File: config.mk
export PLATFORM = sky130hd
export DESIGN_NAME = multicycle_control
export DESIGN_NICKNAME = d
export VERILOG_FILES = /design/src/rtl/multicycle_control_pkg.sv /design/src/rtl/multicycle_control_alu_decoder.sv /design/src/rtl/multicycle_control.sv
export SDC_FILE = /design/constraint.sdc
export NUM_CORES = 1
export LEC_CHECK = 0
export CORE_MARGIN = 2
export CORE_UTILIZATION = 43
export DETAILED_ROUTE_END_ITERATION = 7
export HOLD_SLACK_MARGIN = 0.02
export PLACE_DENSITY = 0.9
export REMOVE_ABC_BUFFERS = 1
export SLEW_MARGIN = 40
export SYNTH_ARGS = -nofsm -noshare
export SYNTH_HDL_FRONTEND = slang
export SYNTH_SLANG_ARGS = --single-unit
File: constraint.sdc
create_clock -name clk -period 2.5 [get_ports clk]
set_clock_uncertainty 0.05 [all_clocks]
set_input_delay 0.625 -clock clk [delete_from_list [all_inputs] [get_ports clk]]
set_output_delay 0.625 -clock clk [all_outputs]
set_load 0.005 [all_outputs]
File: src/rtl/multicycle_control_pkg.sv
// ------------------------------------------------------------------
// multicycle_control_pkg: shared encodings for the RV32I control FSM
// Rev 1.0
// ------------------------------------------------------------------
`default_nettype none

package multicycle_control_pkg;

  localparam logic [6:0] OP_LOAD   = 7'b0000011;
  localparam logic [6:0] OP_STORE  = 7'b0100011;
  localparam logic [6:0] OP_R      = 7'b0110011;
  localparam logic [6:0] OP_IMM    = 7'b0010011;
  localparam logic [6:0] OP_BRANCH = 7'b1100011;
  localparam logic [6:0] OP_JAL    = 7'b1101111;
  localparam logic [6:0] OP_JALR   = 7'b1100111;
  localparam logic [6:0] OP_LUI    = 7'b0110111;
  localparam logic [6:0] OP_AUIPC  = 7'b0010111;

  localparam logic [2:0] F3_BEQ  = 3'b000;
  localparam logic [2:0] F3_BNE  = 3'b001;
  localparam logic [2:0] F3_BLT  = 3'b100;
  localparam logic [2:0] F3_BGE  = 3'b101;
  localparam logic [2:0] F3_BLTU = 3'b110;
  localparam logic [2:0] F3_BGEU = 3'b111;

  localparam logic [3:0] ALU_ADD  = 4'd0;
  localparam logic [3:0] ALU_SUB  = 4'd1;
  localparam logic [3:0] ALU_SLL  = 4'd2;
  localparam logic [3:0] ALU_SLT  = 4'd3;
  localparam logic [3:0] ALU_SLTU = 4'd4;
  localparam logic [3:0] ALU_XOR  = 4'd5;
  localparam logic [3:0] ALU_SRL  = 4'd6;
  localparam logic [3:0] ALU_SRA  = 4'd7;
  localparam logic [3:0] ALU_OR   = 4'd8;
  localparam logic [3:0] ALU_AND  = 4'd9;

  typedef enum logic [4:0] {
    S_FETCH, S_DECODE, S_MEM_ADR, S_MEM_READ, S_MEM_WB, S_MEM_WRITE,
    S_EXEC_R, S_EXEC_I, S_EXEC_LUI, S_EXEC_AUIPC, S_ALU_WB,
    S_BRANCH, S_JAL, S_JAL_JUMP, S_JALR, S_LINK, S_TRAP
  } state_t;

  typedef enum logic [1:0] {
    SRC_A_PC = 2'b00, SRC_A_OLDPC = 2'b01, SRC_A_REG = 2'b10, SRC_A_ZERO = 2'b11
  } src_a_t;

  typedef enum logic [1:0] {
    SRC_B_REG = 2'b00, SRC_B_IMM = 2'b01, SRC_B_FOUR = 2'b10
  } src_b_t;

  typedef enum logic [1:0] {
    RES_ALUOUT = 2'b00, RES_DATA = 2'b01, RES_ALU_RESULT = 2'b10
  } result_src_t;

  typedef enum logic [2:0] {
    IMM_I = 3'd0, IMM_S = 3'd1, IMM_B = 3'd2, IMM_U = 3'd3, IMM_J = 3'd4
  } imm_src_t;

  typedef enum logic [1:0] {
    ALUOP_ADD = 2'b00, ALUOP_BRANCH = 2'b01, ALUOP_FUNCT = 2'b10
  } alu_op_t;

endpackage

`default_nettype wire

File: src/rtl/multicycle_control_alu_decoder.sv
// ------------------------------------------------------------------
// multicycle_control_alu_decoder: maps alu_op/funct fields to ALU op
// Rev 1.0
// ------------------------------------------------------------------
`default_nettype none

module multicycle_control_alu_decoder
  import multicycle_control_pkg::*;
(
  input  alu_op_t    alu_op,
  input  logic       op_bit5,
  input  logic [2:0] funct3,
  input  logic       funct7_bit5,
  output logic [3:0] alu_control
);

  always_comb begin
    alu_control = ALU_ADD;
    case (alu_op)
      ALUOP_BRANCH: begin
        // BLT/BGE compare signed, BLTU/BGEU unsigned, BEQ/BNE subtract
        case (funct3[2:1])
          2'b10:   alu_control = ALU_SLT;
          2'b11:   alu_control = ALU_SLTU;
          default: alu_control = ALU_SUB;
        endcase
      end
      ALUOP_FUNCT: begin
        case (funct3)
          3'b000:  alu_control = (op_bit5 & funct7_bit5) ? ALU_SUB : ALU_ADD;
          3'b001:  alu_control = ALU_SLL;
          3'b010:  alu_control = ALU_SLT;
          3'b011:  alu_control = ALU_SLTU;
          3'b100:  alu_control = ALU_XOR;
          3'b101:  alu_control = funct7_bit5 ? ALU_SRA : ALU_SRL;
          3'b110:  alu_control = ALU_OR;
          default: alu_control = ALU_AND;
        endcase
      end
      default: alu_control = ALU_ADD;
    endcase
  end

endmodule

`default_nettype wire

File: src/rtl/multicycle_control.sv
// ------------------------------------------------------------------
// multicycle_control: RV32I multicycle control FSM, shared-memory datapath
// Rev 1.0
// ------------------------------------------------------------------
`default_nettype none

module multicycle_control
  import multicycle_control_pkg::*;
#(
  parameter bit MEM_WAIT        = 1'b1,
  parameter bit TRAP_ON_ILLEGAL = 1'b1
) (
  input  logic       clk,
  input  logic       rst,
  input  logic [6:0] opcode,
  input  logic [2:0] funct3,
  input  logic [6:0] funct7,
  input  logic       alu_zero,
  input  logic       mem_ready,
  output logic       pc_write,
  output logic       adr_src,
  output logic       mem_read,
  output logic       mem_write,
  output logic       ir_write,
  output logic       reg_write,
  output logic [1:0] alu_src_a,
  output logic [1:0] alu_src_b,
  output logic [1:0] result_src,
  output logic [2:0] imm_src,
  output logic [3:0] alu_control,
  output logic       illegal_instr
);

  state_t  r_state;
  alu_op_t w_alu_op;
  logic    w_ready;
  logic    w_taken;
  logic    w_branch_ok;
  logic    w_unused;

  assign w_ready     = MEM_WAIT ? mem_ready : 1'b1;
  assign w_branch_ok = (funct3[2:1] != 2'b01);
  assign w_unused    = ^{funct7[6], funct7[4:0]};

  always_comb begin
    w_taken = 1'b0;
    case (funct3)
      F3_BEQ:           w_taken = alu_zero;
      F3_BNE:           w_taken = !alu_zero;
      F3_BLT, F3_BLTU:  w_taken = !alu_zero;
      F3_BGE, F3_BGEU:  w_taken = alu_zero;
      default:          w_taken = 1'b0;
    endcase
  end

  always_ff @(posedge clk) begin
    if (rst) begin
      r_state <= S_FETCH;
    end else begin
      case (r_state)
        S_FETCH:      if (w_ready) r_state <= S_DECODE;
        S_DECODE: begin
          case (opcode)
            OP_LOAD, OP_STORE: r_state <= S_MEM_ADR;
            OP_R:              r_state <= S_EXEC_R;
            OP_IMM:            r_state <= S_EXEC_I;
            OP_BRANCH:         r_state <= S_BRANCH;
            OP_JAL:            r_state <= S_JAL;
            OP_JALR:           r_state <= S_JALR;
            OP_LUI:            r_state <= S_EXEC_LUI;
            OP_AUIPC:          r_state <= S_EXEC_AUIPC;
            default:           r_state <= TRAP_ON_ILLEGAL ? S_TRAP : S_FETCH;
          endcase
        end
        // opcode bit 5 separates STORE from LOAD
        S_MEM_ADR:    r_state <= opcode[5] ? S_MEM_WRITE : S_MEM_READ;
        S_MEM_READ:   if (w_ready) r_state <= S_MEM_WB;
        S_MEM_WRITE:  if (w_ready) r_state <= S_FETCH;
        S_EXEC_R, S_EXEC_I, S_EXEC_LUI, S_EXEC_AUIPC: r_state <= S_ALU_WB;
        S_BRANCH: begin
          if (w_branch_ok || !TRAP_ON_ILLEGAL) r_state <= S_FETCH;
          else                                 r_state <= S_TRAP;
        end
        S_JAL:        r_state <= S_JAL_JUMP;
        S_JAL_JUMP:   r_state <= S_LINK;
        S_JALR:       r_state <= S_LINK;
        S_TRAP:       r_state <= S_TRAP;
        default:      r_state <= S_FETCH;
      endcase
    end
  end

  // Moore decode; reset forces every output low so an aborted access never commits
  always_comb begin
    pc_write      = 1'b0;
    adr_src       = 1'b0;
    mem_read      = 1'b0;
    mem_write     = 1'b0;
    ir_write      = 1'b0;
    reg_write     = 1'b0;
    alu_src_a     = SRC_A_PC;
    alu_src_b     = SRC_B_REG;
    result_src    = RES_ALUOUT;
    imm_src       = IMM_I;
    illegal_instr = 1'b0;
    w_alu_op      = ALUOP_ADD;
    if (!rst) begin
      case (r_state)
        S_FETCH: begin
          mem_read   = 1'b1;
          alu_src_b  = SRC_B_FOUR;
          result_src = RES_ALU_RESULT;
          ir_write   = w_ready;
          pc_write   = w_ready;
        end
        S_DECODE: begin
          alu_src_a = SRC_A_OLDPC;
          alu_src_b = SRC_B_IMM;
          imm_src   = IMM_B;
        end
        S_MEM_ADR: begin
          alu_src_a = SRC_A_REG;
          alu_src_b = SRC_B_IMM;
          imm_src   = opcode[5] ? IMM_S : IMM_I;
        end
        S_MEM_READ: begin
          adr_src  = 1'b1;
          mem_read = 1'b1;
        end
        S_MEM_WB: begin
          result_src = RES_DATA;
          reg_write  = 1'b1;
        end
        S_MEM_WRITE: begin
          adr_src   = 1'b1;
          mem_write = 1'b1;
        end
        S_EXEC_R: begin
          alu_src_a = SRC_A_REG;
          w_alu_op  = ALUOP_FUNCT;
        end
        S_EXEC_I: begin
          alu_src_a = SRC_A_REG;
          alu_src_b = SRC_B_IMM;
          w_alu_op  = ALUOP_FUNCT;
        end
        S_EXEC_LUI: begin
          alu_src_a = SRC_A_ZERO;
          alu_src_b = SRC_B_IMM;
          imm_src   = IMM_U;
        end
        S_EXEC_AUIPC: begin
          alu_src_a = SRC_A_OLDPC;
          alu_src_b = SRC_B_IMM;
          imm_src   = IMM_U;
        end
        S_ALU_WB:   reg_write = 1'b1;
        S_BRANCH: begin
          alu_src_a = SRC_A_REG;
          w_alu_op  = ALUOP_BRANCH;
          pc_write  = w_taken && w_branch_ok;
        end
        S_JAL: begin
          alu_src_a = SRC_A_OLDPC;
          alu_src_b = SRC_B_IMM;
          imm_src   = IMM_J;
        end
        S_JAL_JUMP: pc_write = 1'b1;
        S_JALR: begin
          alu_src_a  = SRC_A_REG;
          alu_src_b  = SRC_B_IMM;
          result_src = RES_ALU_RESULT;
          pc_write   = 1'b1;
        end
        S_LINK: begin
          alu_src_a  = SRC_A_OLDPC;
          alu_src_b  = SRC_B_FOUR;
          result_src = RES_ALU_RESULT;
          reg_write  = 1'b1;
        end
        S_TRAP:     illegal_instr = 1'b1;
        default:    illegal_instr = 1'b0;
      endcase
    end
  end

  multicycle_control_alu_decoder u_alu_decoder (
    .alu_op      (w_alu_op),
    .op_bit5     (opcode[5]),
    .funct3      (funct3),
    .funct7_bit5 (funct7[5]),
    .alu_control (alu_control)
  );

endmodule

`default_nettype wire

==> results.md <==
* Status: completed
* Vias at 1441
* Core ar. at roughly 2200 um^2
* Clock root buffer: clkbuf_4
* Worst VDD drop at between 0.4 and 0.5 mV
* Register-to-register setup slack at just under 0.9 ns
* Biggest regs: r_state (5)
* Vias/cell at between 6 and 7
* Crit path top cell by count: buf_2
* Post-synth top area cell: dfxtp_1
* H-tree depth at 1
* CTS tree: built
* Number of I/O pins at 41
* Reg with most FFs: r_state
* Max incr delay on CP at 0.27 ns
* Hold Path End: r_state[4]$_SDFFE_PP0P_
* Number of DRC markers in iteration 0 at 77
* Final nets at 230
* Top-count cell post-synth: nor2_1
* Number of clock sinks at 5
* Post-synth EDFFs at 0
* Final number of hold-violating endpoints at 0
* Routed len/inst at 16.8 um
* Gate count of the mapped netlist at between 150 and 200
* Die H at 52.6 um
* Yosys top cell area share at 0.0986
* CP Launch Type: input pin
* Leak at ~0.77 nW
* Fill cell count at between 150 and 200
* Yosys cell types at 56
* Die area at roughly 2800 um^2
* Crit path max fanout at 4
* GRT Overall Usage at 0.283
* DP Cell Count at 226
* Largest family of logic cells by synthesized area: simple AND/OR/NAND/NOR gates
* Sequential share of the synthesized area at 0.0986
* Vias in the first global route at ~1300
* Final setup violation count at 0
* Post-route ant nets at 0
* Row Count at 17
* Chip Width at approximately 53 um
* GRT overflow at 0
* Skew-Pair Late Insertion Delay at approximately 0.25 ns
* Critical Path Sink Type: output pin
* RR Endpoint: r_state[0]$_SDFFE_PP0P_
* First-pass GRT wire length at a little under 6000 um
* Max-Cap Viols at 0
* Max Fclk at approximately 0.41 GHz
* Top cells by area, synth: dfxtp_1, nor2_1, nand2_1, a21oi_1, nand2b_1
* Initial antenna violation count at 0
* Fin. max-slew vios at 0
* Reg-to-Reg Start: r_state[0]$_SDFFE_PP0P_
* Period minus WS final at between 2 and 2.5 ns
* Mux cell area share after synthesis at 0.0296
* Final Util at 0.752
* Routed WL at ~3900 um
* Clk buf depth at 2
* Layout Cells excl Fill at ~230
* Area share of xor/xnor cells in the synthesized design at 0.0345
* CP startpoint: rst
* Yosys warnings at 0
* Drt drc at 0
* Gpl congestion at ~0.95
* Post-route cell area at 1660 um^2
* Hold Path Stages at 3
* Max reg flops at 5
* Rel. slew slack at 0.674
* ANT cells at 0
* Kind of critical path: input pin to output pin
* HPWL after DPL at about 2700 um
* Port-buffer cells at 34
* CTS clk-pin slew, worst paths at 0.05 ns
* Power Dens Cells at between 500 and 600 nW/um^2
* Pre-CTS setup slack at -0.773 ns
* CP cell instances: buf_2 > or2_1 > nor2_2 > nand2_2 > ha_4 > nor3b_2 > buf_2
* Share of cells above drive strength 1 at 0.296
* Worst-Margin Slew at approximately 0.48 ns
* Min-Delay Startpoint: rst
* Synth Area in Simple Gates at 0.425
* Top cells by count, synth: nor2_1, nand2_1, a21oi_1
* Asr flop ratio synth at 0
* Mean Syn Cell Area at 6.68 um^2
* Cell depth of the worst flop-to-flop path at 5
* #FFs+latches synth at 5
* Worst Path Arrival at ~1.8 ns
* Post-placement cell area at approximately 1500 um^2
* Post-Synth Adder-Cell Area at 0.0247
* Pin count of the biggest net entering global routing at 19
* Min-delay worst type: input pin to flip-flop
* Syn-to-layout area delta at 64.0%
* Post-synthesis compound-gate area fraction at 0.298
* Crit share post-route at 0.987
* DR pass1 iterations at 4
* Starting Density at 0.459
* Top_reg_cell synth: dfxtp_1
* TritonCTS buffer count at 3
* Post-Syn Area at between 1000 and 1500 um^2
* Slowest CP cell: ha_4
* Final WS setup at approximately 0.032 ns
* CP Data Required Time at ~1.8 ns
-- cell usage in the layout (no fill, tap or decap), drive strengths merged, types with 6 or more instances in the layout --
cell and instances:
a21oi 11, buf 35, clkdlybuf4s50 11, dlygate4sd2 11, dlymetal6s2s 6, nand2 18, nand2b 6, nor2 19
nor3b 7, o21ai 7
-- cell families after synthesis --
group / after synthesis
AOI/OAI and AO/OA: 44
buffers and inverters: 18
muxes: 3
and+or+nand+nor: 76
xor gates and xnor gates: 4
DFF: 5
adders and majority gates: 2
-- layout make-up --
| class | instances | area [um^2] | share of cell area |
|---|---|---|---|
| sequential | 5 | 101 | 0.0609 |
| multi-input combinational | 129 | 922 | 0.554 |
| inverter | 5 | 18.8 | 0.0113 |
| tap | 28 | 35.0 | 0.0211 |
| timing repair buffer | 63 | 561 | 0.337 |
| clock buffer | 4 | 26.3 | 0.0158 |
-- power breakdown --
| group | total [W] | leakage, nW | switching [W] | internal, W |
|---|---|---|---|---|
| combinational | 0.000631 | 0.710 | 0.000327 | 0.000304 |
| clock | 0.0000986 | 0.0150 | 0.0000380 | 0.0000607 |
| sequential | 0.000113 | 0.0413 | 0.0000156 | 0.0000971 |
-- repair_timing --
item                                    4_1_cts  5_1_grt
gates resized for setup                      51       21
endpoints found under the setup margin       20       10
pin swaps                                    10        3
hold buffers                                  0        0
setup buffers                                 4        0
-- worst max-delay path, delay by kind of cell --
kind	cells	cell delay, ns
and+or+nand+nor	4	0.64
adders and majority gates	1	0.27
buffers and inverters	2	0.26
-- metal layers --
layer  part of all wire  vias up  global-route usage  wire length [um]
met3              0.082       18              0.0571               324
met5                  0        -                   0                 0
li1                   -      664                   -                 -
met4              0.033        0              0.0556               129
met1               0.39      673               0.365              1540
met2               0.49       86               0.485              1930
-- how the worst max path moves through the flow --
stage | cells after the start | endpoint
after detailed placement | 7 | alu_control[3]
after global routing | 7 | alu_control[3]
after floorplan | 5 | alu_control[3]
after global placement | 7 | alu_control[3]
after CTS | 3 | ir_write
final | 7 | alu_control[3]
-- metrics by stage --
| stage | hold slack (ns) | TNS, ns | power, W |
|---|---|---|---|
| detailed placement | 0.659 | -8.56 | 0.000676 |
| finish | 0.657 | 0 | 0.000843 |
| CTS | 0.643 | -0.122 | 0.000803 |
| global placement | 0.649 | -7.85 | 0.000654 |
| global route | 0.664 | -0.0364 | 0.000898 |
| floorplan | 0.579 | 0 | 0.000398 |
No activity file was read; power rests on OpenSTA's default activity.
